[src/rtl/button_conditioner.sv]
// Multi-channel push-button conditioner: 2-flop synchronizer, counter debouncer,
// press/release edge pulses and per-channel hold-to-repeat pulse generation.
module button_conditioner #(
    parameter int unsigned N_BTN           = 4,
    parameter int unsigned DEBOUNCE_CYCLES = 1000000,
    parameter int unsigned REPEAT_DELAY    = 50000000,
    parameter int unsigned REPEAT_PERIOD   = 10000000
) (
    input  logic             clk_100M,
    input  logic             reset,
    input  logic [N_BTN-1:0] btn_raw,
    input  logic [N_BTN-1:0] repeat_en,
    output logic [N_BTN-1:0] btn_level,
    output logic [N_BTN-1:0] btn_press,
    output logic [N_BTN-1:0] btn_release,
    output logic [N_BTN-1:0] btn_repeat
);

    localparam int unsigned DbW    = $clog2(DEBOUNCE_CYCLES);
    localparam int unsigned RepMax = (REPEAT_DELAY > REPEAT_PERIOD) ? REPEAT_DELAY : REPEAT_PERIOD;
    localparam int unsigned RepW   = $clog2(RepMax);

    localparam logic [DbW-1:0]  DbLast     = DbW'(DEBOUNCE_CYCLES - 1);
    localparam logic [RepW-1:0] DelayLast  = RepW'(REPEAT_DELAY - 1);
    localparam logic [RepW-1:0] PeriodLast = RepW'(REPEAT_PERIOD - 1);

    typedef enum logic [1:0] {
        StReleased,
        StHold,
        StRepeat
    } state_e;

    logic [N_BTN-1:0] meta_q;
    logic [N_BTN-1:0] sync_q;

    logic [N_BTN-1:0] level_q, level_d;
    logic [N_BTN-1:0] press_q, press_d;
    logic [N_BTN-1:0] release_q, release_d;
    logic [N_BTN-1:0] repeat_q, repeat_d;

    logic [DbW-1:0]  db_cnt_q  [N_BTN];
    logic [DbW-1:0]  db_cnt_d  [N_BTN];
    logic [RepW-1:0] rep_cnt_q [N_BTN];
    logic [RepW-1:0] rep_cnt_d [N_BTN];
    state_e          state_q   [N_BTN];
    state_e          state_d   [N_BTN];

    always_comb begin
        level_d   = level_q;
        press_d   = '0;
        release_d = '0;
        repeat_d  = '0;
        for (int i = 0; i < N_BTN; i++) begin
            db_cnt_d[i]  = db_cnt_q[i];
            rep_cnt_d[i] = rep_cnt_q[i];
            state_d[i]   = state_q[i];

            // Any sample matching the current level restarts the stability window.
            if (sync_q[i] == level_q[i]) begin
                db_cnt_d[i] = '0;
            end else if (db_cnt_q[i] == DbLast) begin
                db_cnt_d[i]  = '0;
                level_d[i]   = sync_q[i];
                press_d[i]   = sync_q[i];
                release_d[i] = ~sync_q[i];
            end else begin
                db_cnt_d[i] = db_cnt_q[i] + DbW'(1);
            end

            unique case (state_q[i])
                StReleased: begin
                    if (press_d[i]) begin
                        state_d[i]   = StHold;
                        rep_cnt_d[i] = '0;
                    end
                end
                StHold: begin
                    if (release_d[i]) begin
                        state_d[i]   = StReleased;
                        rep_cnt_d[i] = '0;
                    end else if (!repeat_en[i]) begin
                        rep_cnt_d[i] = '0;
                    end else if (rep_cnt_q[i] == DelayLast) begin
                        repeat_d[i]  = 1'b1;
                        state_d[i]   = StRepeat;
                        rep_cnt_d[i] = '0;
                    end else begin
                        rep_cnt_d[i] = rep_cnt_q[i] + RepW'(1);
                    end
                end
                StRepeat: begin
                    // Release wins over a coinciding repeat terminal count.
                    if (release_d[i]) begin
                        state_d[i]   = StReleased;
                        rep_cnt_d[i] = '0;
                    end else if (!repeat_en[i]) begin
                        state_d[i]   = StHold;
                        rep_cnt_d[i] = '0;
                    end else if (rep_cnt_q[i] == PeriodLast) begin
                        repeat_d[i]  = 1'b1;
                        rep_cnt_d[i] = '0;
                    end else begin
                        rep_cnt_d[i] = rep_cnt_q[i] + RepW'(1);
                    end
                end
                default: begin
                    state_d[i]   = StReleased;
                    rep_cnt_d[i] = '0;
                end
            endcase
        end
    end

    always_ff @(posedge clk_100M or negedge reset) begin
        if (!reset) begin
            meta_q    <= '0;
            sync_q    <= '0;
            level_q   <= '0;
            press_q   <= '0;
            release_q <= '0;
            repeat_q  <= '0;
            for (int i = 0; i < N_BTN; i++) begin
                db_cnt_q[i]  <= '0;
                rep_cnt_q[i] <= '0;
                state_q[i]   <= StReleased;
            end
        end else begin
            meta_q    <= btn_raw;
            sync_q    <= meta_q;
            level_q   <= level_d;
            press_q   <= press_d;
            release_q <= release_d;
            repeat_q  <= repeat_d;
            for (int i = 0; i < N_BTN; i++) begin
                db_cnt_q[i]  <= db_cnt_d[i];
                rep_cnt_q[i] <= rep_cnt_d[i];
                state_q[i]   <= state_d[i];
            end
        end
    end

    assign btn_level   = level_q;
    assign btn_press   = press_q;
    assign btn_release = release_q;
    assign btn_repeat  = repeat_q;

endmodule

[config.mk]
export PLATFORM = sky130hd
export DESIGN_NAME = button_conditioner
export DESIGN_NICKNAME = d
export VERILOG_FILES = /design/src/rtl/button_conditioner.sv
export SDC_FILE = /design/constraint.sdc
export NUM_CORES = 1
export LEC_CHECK = 0
export CELL_PAD_IN_SITES_DETAIL_PLACEMENT = 1
export CELL_PAD_IN_SITES_GLOBAL_PLACEMENT = 1
export CORE_MARGIN = 2
export CORE_UTILIZATION = 30
export DETAILED_ROUTE_END_ITERATION = 6
export PLACE_DENSITY_LB_ADDON = 0.1
export SLEW_MARGIN = 20
export SYNTH_ARGS = -nofsm -noshare
export SYNTH_HDL_FRONTEND = slang
export SYNTH_SLANG_ARGS = --single-unit
[constraint.sdc]
create_clock -name clk_100M -period 2.7 [get_ports clk_100M]
set_input_delay 0.81 -clock clk_100M [delete_from_list [all_inputs] [get_ports clk_100M]]
set_output_delay 0.81 -clock clk_100M [all_outputs]
set_load 0.005 [all_outputs]
==> flow_summary.toml <==
[power_and_ir_drop]
p_leak_nw = 5.83
p_total_mw = 8.26
irDropWorstVdd_mv = 0.442
power_density_mw_per_mm2 = 590

[worst_setup_path]
startpoint_type = "register"
end_kind = "register"
worstPathMaxFanout = 13
cpMostUsedCell = "or4_4"
path_delay_family = "simple AND/OR/NAND/NOR gates"
critPathSlowestCell = "or4_4"
crit_type = "reg -> reg"
crit_required_ps = 3130
path_buf_inv = 2
cp_data_arrival_time_ps = 3040
crit_chain = "or4_4 > or4_4 > buf_4 > o31a_1 > o211ai_1 > buf_12 > nor4_1 > a211o_1"
slowest_delay_ps = 530

[global_route]
grt_start_max_net_pins = 50
track_usage = 0.157
grt_antenna_before_repair = 0
grt_pass1_wl_um = 51700
grt.overflow.total = 0
grt_pass1_vias = 10100

[drt]
vias = 9521
ant_nets = 0
drt-vias-per-instance = 5.05
post-route-drc-count = 0
wl_per_cell_um = 15.8
drt-total-wl_um = 29800
dr.pass1.iters = 4
drt-initial-drc-count = 369

[sta]
fmaxAchievable_mhz = 383
hold_violations = 0
skew_ps = 17.0
layout_worst_path_cycle_share = 0.967
whs_ps = 179
rsz0062_at_grt = "true"
drv_slew = 0
setup_viol = 0
period_minus_slack_ps = 2610
worstMarginPinSlew_ps = 730
slew_headroom = 0.510
setup_slack_ps = 90.1

[logic_synthesis]
synth_compound_area_frac = 0.100
ys_types = 61
syn_inst = 1240
synthXorXnorAreaFrac = 0.0682
syn_area_sq_mm = 0.0114
synthAdderAreaFrac = 0.0263
synthMuxAreaShare = 0.0114
synth_warnings = 0
yosysTopAreaCell = "dfrtp_1"
synth_top_family_by_area = "simple AND/OR/NAND/NOR gates"
ys_seq_area_frac = 0.473
synth_fp_nets = 1274
synthTopCellsByArea = "dfrtp_1, nand3_1, nor2_1, nand2_1, xor2_1"
synth.top_cell.area_share = 0.473
syn_area_per_cell_sq_um = 9.22
synth-simple-area-share = 0.297
synthArstFlopShare = 1.00
synth.ff_latch_count = 216
synth_edf_count = 0
synth-main-ff-cell = "dfrtp_1"

[cts]
clk_path_buf_depth = 3
path_clk_slew_ps = 60
cts_made_buffers = 28
cts_hold_buf = 0
cts_max_level = 1
clk_latency_ps = 560
cts_root_buffer = "clkbuf_16"
cts.sinks = 216
cts_tree = "done"

[finish]
syn2layout_area_growth_pct = 22.5
fillers = 4328
fin_nets = 1391
n_antenna_cell = 0
layout_common_cells = "dfrtp_1, nand3_1, nor2_1"
layout.cells.most_common = "dfrtp_1"
drive_gt1_frac = 0.132
final_util = 0.373

[floorplanning]
die_y_um = 199
start_util = 0.304
fp-row-count = 71
dieArea_sq_mm = 0.0397
ios = 26
die_x_um = 199
core_area_sq_mm = 0.0376

[place]
place.gp.congestion = 0.765
numPortBuffers = 25
place_ws_ps = -158
hpwl_um = 20700

[hold_path]
hold_path.class = "in -> async"

[run_status]
status = "finished clean"

[flow_run]
maxCapViolCount = 0
flip-flops by register name, summed over array words and instances, names as in the netlist:
signal       flops
rep_cnt_q      104
btn_repeat       4
btn_press        4
state_q          8
db_cnt_q        80
btn_release      4
meta_q           4
btn_level        4
sync_q           4
per-stage QoR:
stage / TNS (ps) / area (sq um) / std cells
detailed placement: -2130 / 13000 / 1836
finish: 0 / 14000 / 1887
CTS: 0 / 13900 / 1885
floorplan: 0 / 11400 / 1240
global placement: -1400 / 13000 / 1836
global route: -445 / 14000 / 1887
metal layers:
layer / global-route usage / wire length (um) / vias to the layer above
li1: - / - / 4697
met1: 0.218 / 15000 / 4725
met2: 0.259 / 13600 / 67
met3: 0.0236 / 657 / 32
met4: 0.0321 / 541 / 0
met5: 0 / 0 / -
path summary, 6_finish.rpt:
kind / start / end / slack, ps / cells past startpoint
max: db_cnt_q[26]$_DFF_PN0_ / rep_cnt_q[37]$_DFFE_PN0P_ / 90 / 8
min: reset / rep_cnt_q[46]$_DFFE_PN0P_ / 180 / 1
max reg2reg: db_cnt_q[26]$_DFF_PN0_ / rep_cnt_q[37]$_DFFE_PN0P_ / 90 / 8
min reg2reg: meta_q[1]$_DFF_PN0_ / sync_q[1]$_DFF_PN0_ / 350 / 0
max in group asynchronous: reset / db_cnt_q[70]$_DFF_PN0_ / 1870 / 2
min in group clk_100M: meta_q[1]$_DFF_PN0_ / sync_q[1]$_DFF_PN0_ / 350 / 0
power by group:
group | switching, mW | internal (mW) | leakage, nW
logic | 0.750 | 0.499 | 2.48
clock network | 1.48 | 2.18 | 0.436
registers | 0.0532 | 3.30 | 2.91
total | 2.29 | 5.98 | 5.83
repair_timing:
| action | in CTS | in global routing |
|---|---|---|
| resized for setup | 3 | 12 |
| endpoints found under the setup margin | 19 | 54 |
| pin swaps | 0 | 4 |
| buffers inserted | 0 | 1 |
| cloned | 0 | 1 |
area by class of cell:
| cell class | count | area (sq um) | share of cell area |
|---|---|---|---|
| Tap cell | 511 | 639 | 0.0456 |
| Multi-Input combinational cell | 956 | 5810 | 0.415 |
| Inverter | 31 | 116 | 0.00831 |
| Clock buffer | 36 | 761 | 0.0543 |
| Timing Repair Buffer | 124 | 1130 | 0.0806 |
| Clock inverter | 13 | 141 | 0.0101 |
| Sequential cell | 216 | 5410 | 0.386 |
logic make-up (layout without fill, tap and decap cells):
group,count (synthesis),after routing
AO/OA/AOI/OAI,159,159
AND/OR/NAND/NOR,672,672
XOR/XNOR,89,89
adder cells (fa/ha/maj),24,24
multiplexers,12,12
buffers and inverters,68,204
flip-flops,216,216
Yosys cell counts (23+ instances only):
master,count
o21ai_0,42
o311ai_0,24
xor2_1,55
a21oi_1,23
nor2_1,146
inv_1,31
nand3_1,150
nand2_1,141
and3_1,26
or3_1,30
clkbuf_1,27
xnor2_1,34
ha_1,24
nor3_1,28
dfrtp_1,216
nand4_1,33
nor4_1,26
Power figures use the tool's default switching activity.
==> variant 1 (config.mk and constraints unchanged) <==
Remove the register `release_q`: a continuous assignment takes its place, so the output `btn_release` follows one clock earlier.
--- a/src/rtl/button_conditioner.sv
+++ b/src/rtl/button_conditioner.sv
@@ -117,7 +117,6 @@
             sync_q    <= '0;
             level_q   <= '0;
             press_q   <= '0;
-            release_q <= '0;
             repeat_q  <= '0;
             for (int i = 0; i < N_BTN; i++) begin
                 db_cnt_q[i]  <= '0;
@@ -129,7 +128,6 @@
             sync_q    <= meta_q;
             level_q   <= level_d;
             press_q   <= press_d;
-            release_q <= release_d;
             repeat_q  <= repeat_d;
             for (int i = 0; i < N_BTN; i++) begin
                 db_cnt_q[i]  <= db_cnt_d[i];
@@ -139,6 +137,8 @@
         end
     end
 
+    assign release_q = release_d;
+
     assign btn_level   = level_q;
     assign btn_press   = press_q;
     assign btn_release = release_q;
Check against the original RTL: no difference found for any inputs over 4 cycles, from zero or initial values and one cycle with reset low; that may be too few to reach the edited logic, so the function may still have changed.
==> variant 1 against the original RTL <==
The run now ends with negative setup slack left. Design area is 3.5% higher. Largest power group unchanged. Sequential power is 2% lower. Routed wire length is 3.1% higher. Area after synthesis hardly changed. Worst setup slack worse by 0.39 ns. Total power is 3.8% higher. Sequential cell count is 4 lower. Cell count is 2.7% higher. Register-to-register slack worse by 0.08 ns. Critical endpoint is now btn_release[1].
==> variant 1: results (changes against the original RTL) <==
Post-synthesis compound-gate area fraction: 9.61% (was 10.0%)
Worst reg2reg setup slack: 0.01 ns (was 0.09 ns)
Clock network area share: 6.79% (was 6.44%)
Power Density: 592 nW/um2 (was 590 nW/um2)
Slowest-stage cell, CP: or4b_4 (was or4_4)
Sequential fraction of the synthesis area: 46.4% (was 47.3%)
Met1 Routed Length: 15500 um (was 15000 um)
Pre-CTS WS: -0.194 ns (was -0.158 ns)
Signal buffers: 167 (was 124)
Slowest cell delay on critical path: 0.56 ns (was 0.53 ns)
Synth cell count leaders: dfrtp_1, nor2_1, nand2_1 (was dfrtp_1, nand3_1, nor2_1)
Synth cell types: 67 (was 61)
Outcome: complete, but fails checks (was completed)
CP max FO: 2 (was 13)
Violated checks: negative setup slack
Non-filler cells, final: 1938 (was 1887)
Combinational power: 1.34 mW (was 1.25 mW)
Final setup viols: 2 (was 0)
Critical R2R Capture: rep_cnt_q[56] (was rep_cnt_q[37])
Met1 usage in global routing: 22.8% (was 21.8%)
P_leak: 6.15 nW (was 5.83 nW)
Mux share of post-synthesis cell area: 1.14% (about the same)
Critical R2R Launch: db_cnt_q[50] (was db_cnt_q[26])
Synth area leaders: dfrtp_1, nand3_1, nor2_1 (unchanged)
Clock sinks: 212 (was 216)
CP Capture Point: btn_release[1] (was rep_cnt_q[37])
Register area: 5310 um2 (was 5410 um2)
Worst Setup Slack, final: -0.305 ns (was 0.0901 ns)
Vias per cell: 5.04 (was 5.05)
Skew final: 0.00873 ns (was 0.0170 ns)
Xor and xnor area share after synthesis: 7.21% (was 6.82%)
Synth Area in Adders: 2.63% (about the same)
Number of clock buffers in the layout: 44 (was 36)
DP Cell Count: 1873 (was 1836)
Routed wl met2: 13800 um (was 13600 um)
Grt met3 use: 2.40% (was 2.36%)
Largest net degree at the start of global routing: 58 (was 50)
DRT Wirelength: 30700 um (was 29800 um)
Switching power: 2.28 mW (was 2.29 mW)
#MultiIn Comb: 965 (was 956)
Arr. time, crit path: 2.19 ns (was 3.04 ns)
TNS Setup: -0.608 ns (was 0 ns)
Filler Cell Count: 4336 (was 4328)
-- variant 1: cell types whose count changed after synthesis, moves of 7 or more --
| cell | before | now |
|---|---|---|
| o211ai_1 | 2 | 9 |
| and3_1 | 26 | 19 |
| nand2_1 | 141 | 153 |
| nor2_1 | 146 | 159 |
| nand3_1 | 150 | 132 |
| o21ai_0 | 42 | 34 |
| nand4_1 | 33 | 42 |
-- variant 1: how the worst min path moves through the flow --
stage / slack (ns) / endpoint / start
after global routing: 0.21 / rep_cnt_q[98] / reset
final: 0.20 / rep_cnt_q[98] / reset
after floorplan: 0.33 / sync_q[0] / meta_q[0]
after detailed placement: 0.34 / sync_q[2] / meta_q[2]
after global placement: 0.34 / sync_q[2] / meta_q[2]
after CTS: 0.20 / rep_cnt_q[98] / reset
-- variant 1: timing repair --
item,CTS,global route
pin swaps,13,21
endpoints found under the setup margin,37,78
setup buffers,14,6
gates cloned,0,0
gates resized for setup,37,31
==> variant 2 (same settings) <==
Without the edit above. `REPEAT_DELAY`: 50000000 -> 25000000.
--- a/src/rtl/button_conditioner.sv
+++ b/src/rtl/button_conditioner.sv
@@ -3,7 +3,7 @@
 module button_conditioner #(
     parameter int unsigned N_BTN           = 4,
     parameter int unsigned DEBOUNCE_CYCLES = 1000000,
-    parameter int unsigned REPEAT_DELAY    = 50000000,
+    parameter int unsigned REPEAT_DELAY    = 25000000,
     parameter int unsigned REPEAT_PERIOD   = 10000000
 ) (
     input  logic             clk_100M,
Behaviour: same outputs for any inputs over 4 cycles, from zero or initial values and one cycle with reset low; that may be too few to reach the edited logic, so the function may still have changed.
==> variant 2 against the original RTL <==
Sequential cell count is 4 lower. Critical path type unchanged. Design area is 0.40% lower. Critical endpoint is now rep_cnt_q[11]. Sequential share of layout area is 0.57 points lower. Routed wire length is 0.72% higher. Worst setup slack worse by 0.058 ns. Area after synthesis is 0.56% lower.
Power is not compared: it rests on default switching activity, and its combinational part moved more than twofold at a synthesized area within 25%.
==> variant 2: results (changes against the original RTL) <==
Worst reg2reg setup slack: 0.03 ns (was 0.09 ns)
#MultiIn Comb: 963 (was 956)
Skew final: 0.0150 ns (was 0.0170 ns)
Reg2reg path depth: 7 (was 8)
Fin util: 37.2% (was 37.3%)
Met1 Routed Length: 14900 um (was 15000 um)
Syn nets: 1273 (was 1274)
Register area: 5310 um2 (was 5410 um2)
Top Registers: rep_cnt_q: 100 flops, db_cnt_q: 80 flops, state_q: 8 flops (was rep_cnt_q: 104 flops, db_cnt_q: 80 flops, state_q: 8 flops)
Syn avg cell area: 9.17 um2 (was 9.22 um2)
Buffering overhead: 7.70% (was 8.06%)
WL/cell: 16.0 um (was 15.8 um)
Critical R2R Launch: rep_cnt_q[7] (was db_cnt_q[26])
Clock network area share: 7.13% (was 6.44%)
Signal buffers: 117 (was 124)
Number of clock buffers in the layout: 45 (was 36)
Top delay family on crit path: simple AND/OR/NAND/NOR gates (unchanged)
Filler Cell Count: 4317 (was 4328)
Total die area: 39500 um2 (was 39700 um2)
GRT Total Usage: 16.1% (was 15.7%)
Outcome: completed (unchanged)
Top layer in use: met4 (unchanged)
Multi-input combinational area share: 41.9% (was 41.5%)
Synth Area in Adders: 2.64% (was 2.63%)
Pre-CTS WS: -0.0512 ns (was -0.158 ns)
Routed wl met2: 13800 um (was 13600 um)
Critical R2R Capture: rep_cnt_q[11] (was rep_cnt_q[37])
Placer Congestion: 0.749 (was 0.765)
Mux share of post-synthesis cell area: 1.24% (was 1.14%)
DP Cell Count: 1826 (was 1836)
Sequential cells: 212 (was 216)
Synth area leaders: dfrtp_1, nand3_1, nand2_1 (was dfrtp_1, nand3_1, nor2_1)
Largest net degree at the start of global routing: 57 (was 50)
Vias in the first global route: 10100 (about the same)
DRT Wirelength: 30000 um (was 29800 um)
Slowest cell delay on critical path: 0.57 ns (was 0.53 ns)
Vias: 9536 (was 9521)
Layout cells sized above 1: 12.6% (was 13.2%)
Hold Path Class: input pin to async pin (unchanged)
Inverters: 25 (was 31)
Final period utilization: 98.8% (was 96.7%)
# port buffers: 25 (unchanged)
Initial drt markers: 390 (was 369)
Synth cell count leaders: dfrtp_1, nand2_1, nand3_1 (was dfrtp_1, nand3_1, nor2_1)
Min Hold Slack: 0.189 ns (was 0.179 ns)
Post-synthesis compound-gate area fraction: 9.70% (was 10.0%)
Xor and xnor area share after synthesis: 5.78% (was 6.82%)
Synth cell types: 66 (was 61)
Area after DPL: 12900 um2 (was 13000 um2)
Tightest Pin Transition: 0.651 ns (was 0.730 ns)
DP HPWL: 20800 um (was 20700 um)
WL met3: 681 um (was 657 um)
Fraction of registers with async set or reset after synthesis: 100% (unchanged)
Wire length of the first global-routing pass: 52500 um (was 51700 um)
CP max FO: 12 (was 13)
Arr. time, crit path: 3.10 ns (was 3.04 ns)
Sequential fraction of the synthesis area: 46.7% (was 47.3%)
CP Capture Point: rep_cnt_q[11] (was rep_cnt_q[37])
Layout net count: 1381 (was 1391)
==> variant 2: timing repair <==
| action | in CTS | in global routing |
|---|---|---|
| resized for setup | 2 | 6 |
| pin swaps | 1 | 2 |
| cloned | 0 | 0 |
| setup endpoints to repair | 1 | 20 |
| setup buffers | 0 | 2 |
==> variant 2: power groups by stage <==
stage / combinational, mW / sequential (mW) / clock [mW]
2_1_floorplan: 0.0754 / 3.28 / 0
3_3_place_gp: 0.227 / 3.29 / 0
3_5_place_dp: 0.228 / 3.29 / 0
4_1_cts: 0.230 / 3.23 / 4.13
5_1_grt: 0.253 / 3.23 / 4.26
6_report: 0.217 / 3.23 / 3.97
==> variant 2: metal layers <==
| metal | GRT usage (%) | vias to the layer above |
|---|---|---|
| met5 | 0 | - |
| met4 | 4.04 | 0 |
| met3 | 2.10 | 38 |
| met2 | 26.3 | 58 |
| met1 | 22.4 | 4719 |
| li1 | - | 4721 |
